## src/rtl/ram_bist_ctrl.sv

```systemverilog
// March-free write-then-read self-test sequencer for a single-port RAM.
// Optional build macro: BIST_STOP_ON_ERR_EN (abort to DONE on the first mismatch).
module ram_bist_ctrl #(
  parameter int AW     = 3,
  parameter int DW     = 4,
  parameter int DEPTH  = 8,
  parameter int RD_LAT = 1,
  parameter int SEED   = 5
) (
  input  logic                       i_clk,
  input  logic                       i_rst,
  input  logic                       i_start,
  input  logic                       i_invert,
  input  logic [DW-1:0]              i_read_data,
  output logic                       o_write_en,
  output logic [AW-1:0]              o_addr,
  output logic [DW-1:0]              o_write_data,
  output logic                       o_busy,
  output logic                       o_done,
  output logic                       o_pass,
  output logic [$clog2(DEPTH+1)-1:0] o_err_count,
  output logic [AW-1:0]              o_first_err_addr
);

  localparam int EW = $clog2(DEPTH + 1);
  // One extra bit so DEPTH = 2^AW ends on a terminal count instead of wrapping.
  localparam int CW = AW + 1;

  localparam logic [CW-1:0] WR_LAST   = CW'(DEPTH - 1);
  localparam logic [CW-1:0] RD_LAST   = CW'(DEPTH + RD_LAT - 1);
  localparam logic [CW-1:0] DEPTH_C   = CW'(DEPTH);
  localparam logic [AW-1:0] LAST_ADDR = AW'(DEPTH - 1);
  localparam logic [EW-1:0] ERR_MAX   = EW'(DEPTH);
  localparam logic [DW-1:0] SEED_W    = DW'(SEED);

  typedef enum logic [1:0] {
    S_IDLE,
    S_WR,
    S_RD,
    S_DONE
  } state_t;

  state_t          state_q;
  state_t          state_d;
  logic [CW-1:0]   cnt_q;
  logic            inv_q;
  logic [EW-1:0]   err_q;
  logic [AW-1:0]   first_q;
  logic            pass_q;

  logic [AW-1:0]   cnt_addr;
  logic [AW-1:0]   rd_addr;
  logic            rd_issue;
  logic            cmp_valid;
  logic [AW-1:0]   cmp_addr;
  logic [DW-1:0]   cmp_exp;
  logic            mismatch;
  logic [EW-1:0]   err_inc;

  function automatic logic [DW-1:0] pat(input logic [AW-1:0] a, input logic inv);
    logic [DW-1:0] p;
    p = DW'(a) + SEED_W;
    return inv ? ~p : p;
  endfunction

  assign cnt_addr = cnt_q[AW-1:0];
  // After the last address the read port parks on DEPTH-1 while the pipeline drains.
  assign rd_addr  = (cnt_q < DEPTH_C) ? cnt_addr : LAST_ADDR;
  assign rd_issue = (state_q == S_RD) && (cnt_q < DEPTH_C);

  generate
    if (RD_LAT == 0) begin : g_lat0
      assign cmp_valid = rd_issue;
      assign cmp_addr  = rd_addr;
      assign cmp_exp   = pat(rd_addr, inv_q);
    end else begin : g_lat1
      logic          pv_q;
      logic [AW-1:0] pa_q;
      logic [DW-1:0] pe_q;

      // NOTE: pipeline registers are few and cheap, so they are cleared on reset to keep
      // a stale valid from scoring a compare after an aborted test.
      always_ff @(posedge i_clk) begin
        if (i_rst) begin
          pv_q <= 1'b0;
          pa_q <= '0;
          pe_q <= '0;
        end else begin
          pv_q <= rd_issue;
          pa_q <= rd_addr;
          pe_q <= pat(rd_addr, inv_q);
        end
      end

      assign cmp_valid = pv_q;
      assign cmp_addr  = pa_q;
      assign cmp_exp   = pe_q;
    end
  endgenerate

  assign mismatch = cmp_valid && (state_q == S_RD) && (i_read_data != cmp_exp);
  assign err_inc  = (err_q == ERR_MAX) ? err_q : err_q + EW'(1);

  // NOTE: every combinational output gets a default first so no path can infer a latch.
  always_comb begin
    state_d      = state_q;
    o_write_en   = 1'b0;
    o_addr       = '0;
    o_write_data = '0;
    unique case (state_q)
      S_IDLE: begin
        if (i_start) state_d = S_WR;
      end
      S_WR: begin
        o_write_en   = 1'b1;
        o_addr       = cnt_addr;
        o_write_data = pat(cnt_addr, inv_q);
        if (cnt_q == WR_LAST) state_d = S_RD;
      end
      S_RD: begin
        o_addr = rd_addr;
`ifdef BIST_STOP_ON_ERR_EN
        if (mismatch || (cnt_q == RD_LAST)) state_d = S_DONE;
`else
        if (cnt_q == RD_LAST) state_d = S_DONE;
`endif
      end
      S_DONE: begin
        state_d = S_IDLE;
      end
      default: begin
        state_d = S_IDLE;
      end
    endcase
  end

  // NOTE: state is updated only with non-blocking assignments so all registers sample
  // the same pre-edge values regardless of statement order.
  always_ff @(posedge i_clk) begin
    if (i_rst) begin
      state_q <= S_IDLE;
      cnt_q   <= '0;
      inv_q   <= 1'b0;
      err_q   <= '0;
      first_q <= '0;
      pass_q  <= 1'b0;
    end else begin
      state_q <= state_d;
      unique case (state_q)
        S_IDLE: begin
          if (i_start) begin
            cnt_q   <= '0;
            inv_q   <= i_invert;
            err_q   <= '0;
            first_q <= '0;
            pass_q  <= 1'b0;
          end
        end
        S_WR: begin
          cnt_q <= (cnt_q == WR_LAST) ? '0 : cnt_q + CW'(1);
        end
        S_RD: begin
          cnt_q <= cnt_q + CW'(1);
          if (mismatch) begin
            err_q <= err_inc;
            if (err_q == '0) first_q <= cmp_addr;
          end
          // The verdict folds in the compare happening on this same edge.
          if (state_d == S_DONE) pass_q <= (err_q == '0) && !mismatch;
        end
        S_DONE: begin
          cnt_q <= '0;
        end
        default: begin
          cnt_q <= '0;
        end
      endcase
    end
  end

  assign o_busy           = (state_q != S_IDLE);
  assign o_done           = (state_q == S_DONE);
  assign o_pass           = pass_q;
  assign o_err_count      = err_q;
  assign o_first_err_addr = first_q;

endmodule
```

## config.mk

```make
export PLATFORM = sky130hd
export DESIGN_NAME = ram_bist_ctrl
export DESIGN_NICKNAME = d
export VERILOG_FILES = /design/src/rtl/ram_bist_ctrl.sv
export SDC_FILE = /design/constraint.sdc
export NUM_CORES = 1
export LEC_CHECK = 0
export BUFFER_PORTS_ARGS = -buffer_cell sky130_fd_sc_hd__buf_2
export CORE_MARGIN = 8
export CORE_UTILIZATION = 54
export CTS_BUF_LIST = sky130_fd_sc_hd__clkbuf_16
export CTS_CLUSTER_DIAMETER = 30
export DETAILED_ROUTE_END_ITERATION = 10
export PLACE_DENSITY = 0.78
export SLEW_MARGIN = 10
export SYNTH_ARGS = -nofsm -noshare
export SYNTH_HDL_FRONTEND = slang
export SYNTH_SLANG_ARGS = --single-unit
```

## constraint.sdc

```tcl
create_clock -name i_clk -period 2 [get_ports i_clk]
set_input_delay 0.1 -clock i_clk [delete_from_list [all_inputs] [get_ports i_clk]]
set_output_delay 0.1 -clock i_clk [all_outputs]
set_load 0.02 [all_outputs]
```

==> results.md <==
* Largest area contributor in the netlist: dfxtp_1
* DR vias at roughly 1100
* Hold path startpoint: i_invert
* Crit path arrival time at between 2000 and 2500 ps
* Cell Count, Final, Fillers Out at 210
* Diode count at 0
* Post-Syn Nets at around 170
* Max-slew violations at 0
* Worst-Margin Slew at roughly 500 ps
* Footprint of the multi-input gates at between 800 and 900 um^2
* Design Power at 1.048 mW
* Final hold vios at 0
* EDFF count, synth at 0
* Max Buffers Root-to-Sink at 2
* Hold slack at about 120 ps
* Reg2reg start: state_q[0]
* PD cells at approximately 670 mW/mm^2
* Final WS setup at 105.3 ps
* Setup Skew at between 3 and 4 ps
* Synth top area share at 0.3379
* WP data required at ~2200 ps
* Dpl hpwl at approximately 2100 um
* Worst-Skew Late Latency at approximately 260 ps
* Root buf cell: clkbuf_16
* Cells after Synth at roughly 160
* Relative slew slack at 0.6739
* Filler cell count at 225
* Crit path launch type: flip-flop
* Cell Area, Synth at roughly 0.0014 mm^2
* # IOs at 26
* Core Area at 0.002432 mm^2
* First-pass GRT wire length at 4505 um
* Seq cells post-synth at 23
* Ys flop type: dfxtp_1
* DRT iter0 DRCs at 28
* Layout cells sized above 1 at 0.2167
* Initial antenna violation count at 0
* Post-route minimum period at 1895 ps
* Synth top area cells: dfxtp_1 (34%), ha_1 (8.3%), mux2i_1 (5.1%), xor2_1 (5.1%), nor2_1 (4.7%)
* Syn avg cell area at between 8 and 9 um^2
* Num Clock Sinks at 23
* Sequential area share after synthesis at 0.3379
* Asr flop ratio synth at 0
* Register area at around 460 um^2
* Hold buffer count at cts at 0
* CP cell instances: inv_1 -> ha_1 -> nor2b_2 -> or3_1 -> a211o_1 -> o21ai_2
* FMAX at around 530 MHz
* Final setup vio count at 0
* Port Buffers at 25
* CTS tree: yes
* Die footprint at about 0.0044 mm^2
* Place WS at approximately 140 ps
* Worst setup startpoint: state_q[0]
* Setup bufs post-CTS at 0
* Highest net fanout along the worst path at 11
* Cell variety after synth at 42
* Post-cts sizing count at 0
* GRT Util Overall at 0.1281
* Status: finished, final reports clean
* Max Cap Viol at 0
* Vias in the first global route at around 1100
* Wire length after detailed routing at about 2800 um
* Chip height at 66.23 um
* Placer congestion estimate at 0.8295
* Starting Density at 0.5602
* Final nets at 198
* Post-route cell area at ~0.0016 mm^2
* Hold crit path type: primary input to flip-flop
* GRT overflow at 0
* DP Cell Count at between 200 and 250
* Final Cycle Share at 0.9473
* Layout Utilization at 0.6471
* P_leak at ~0.69 nW
* DRC violations left at 0
* CTS clk-pin slew, worst paths at around 60 ps
* Max stage delay on crit path at roughly 410 ps
* Pin count of the biggest net entering global routing at 20
* Die span in x at around 66 um
* Via/cell ratio at 5.348
* Post-route antenna net violation count at 0
* Drt pass-1 iters at 4
* Worst setup EP type: flip-flop
* Routed WL per cell at approximately 14 um
* CP Class: flip-flop to flip-flop
* Placed instance area at ~0.0015 mm^2
* RSZ-0062 raised after global routing: false
* Cell Rows at 18
* Max VDD drop at 0.4700 mV
* Area Overhead vs Synth at 15.52%
* Synth warn at 0
* H-tree depth at 1
* Clock buffer count from CTS at 3
* Setup TNS at 0 ps
* Cell at the slowest stage of the critical path: dfxtp_1
## routing by layer
metal  global-route usage  routed length [um]  vias up
met4              0.04800                  31        0
met5                    0                   0        -
li1                     -                   -      579
met2               0.2449                1436       17
met3              0.03051                 115        4
met1               0.1292                1266      523
## report_power, final
| part | leakage, nW | switching, mW | internal [mW] | total [mW] |
|---|---|---|---|---|
| clock network | 0.0423 | 0.169 | 0.267 | 0.436 |
| logic | 0.459 | 0.0801 | 0.0535 | 0.134 |
| registers | 0.187 | 0.00970 | 0.468 | 0.478 |
## kinds of logic (layout without fill, tap and decap cells)
| family | after synthesis | after routing | synth area share |
|---|---|---|---|
| compound gates | 23 | 23 | 0.1120 |
| mux | 8 | 8 | 0.06244 |
| buf+inv | 18 | 41 | 0.06060 |
| simple gates | 62 | 62 | 0.2544 |
| xor+xnor | 14 | 14 | 0.08999 |
| fa+ha+maj | 9 | 9 | 0.08265 |
| flops | 23 | 23 | 0.3379 |
## cell type report
cell class                 instances  area share
inverter                          10     0.02385
clock buffer                       3     0.04769
sequential                        23      0.2925
multi-input combinational        116      0.5207
clock inverter                     1    0.002385
timing repair buffer              27     0.08903
tap                               30     0.02385
## cell usage in the layout, fill, tap and decap left out, types with 5 or more instances in the layout
| cell | netlist | final |
|---|---|---|
| xor2_1 | 8 | 8 |
| nor3_1 | 5 | 5 |
| mux2i_1 | 7 | 7 |
| nand2_1 | 16 | 16 |
| a21oi_1 | 7 | 7 |
| inv_1 | 9 | 10 |
| buf_2 | 3 | 25 |
| nor2_1 | 17 | 17 |
| xnor2_1 | 6 | 6 |
| ha_1 | 9 | 9 |
| dfxtp_1 | 23 | 23 |
## worst paths after layout
path | endpoint | slack, ps | cells past startpoint
worst min register to register | o_first_err_addr[1] | 450 | 2
worst max register to register | cnt_q[3] | 110 | 6
worst max-delay path | cnt_q[3] | 110 | 6
worst min-delay path | inv_q | 120 | 3
## sequential cells by signal (all words and copies together), names as in the netlist
signal,count
cmp_exp,4
inv_q,1
cnt_q,4
cmp_valid,1
o_pass,1
o_err_count,4
state_q,2
cmp_addr,3
o_first_err_addr,3
## Yosys cell counts, drive strengths merged (2+ instances only)
master and count:
mux2i 7, nor2b 2, clkbuf 3, a21oi 7
inv 10, a21boi 2, and2 4, or3 3
nor3 5, nand2 16, o21ai 6, nand3 3
ha 9, xor2 8, xnor2 6, nor4 2
nand3b 2, dfxtp 23, nor2 17, buf 5
## worst max-delay path, delay by kind of cell (launching register included)
kind / cells / cell delay [ps]
adders and majority gates: 1 / 330
DFF: 1 / 410
buffers and inverters: 1 / 110
and+or+nand+nor: 2 / 590
AOI/OAI and AO/OA: 2 / 390
Note: power is estimated with default switching activity, not from simulation.
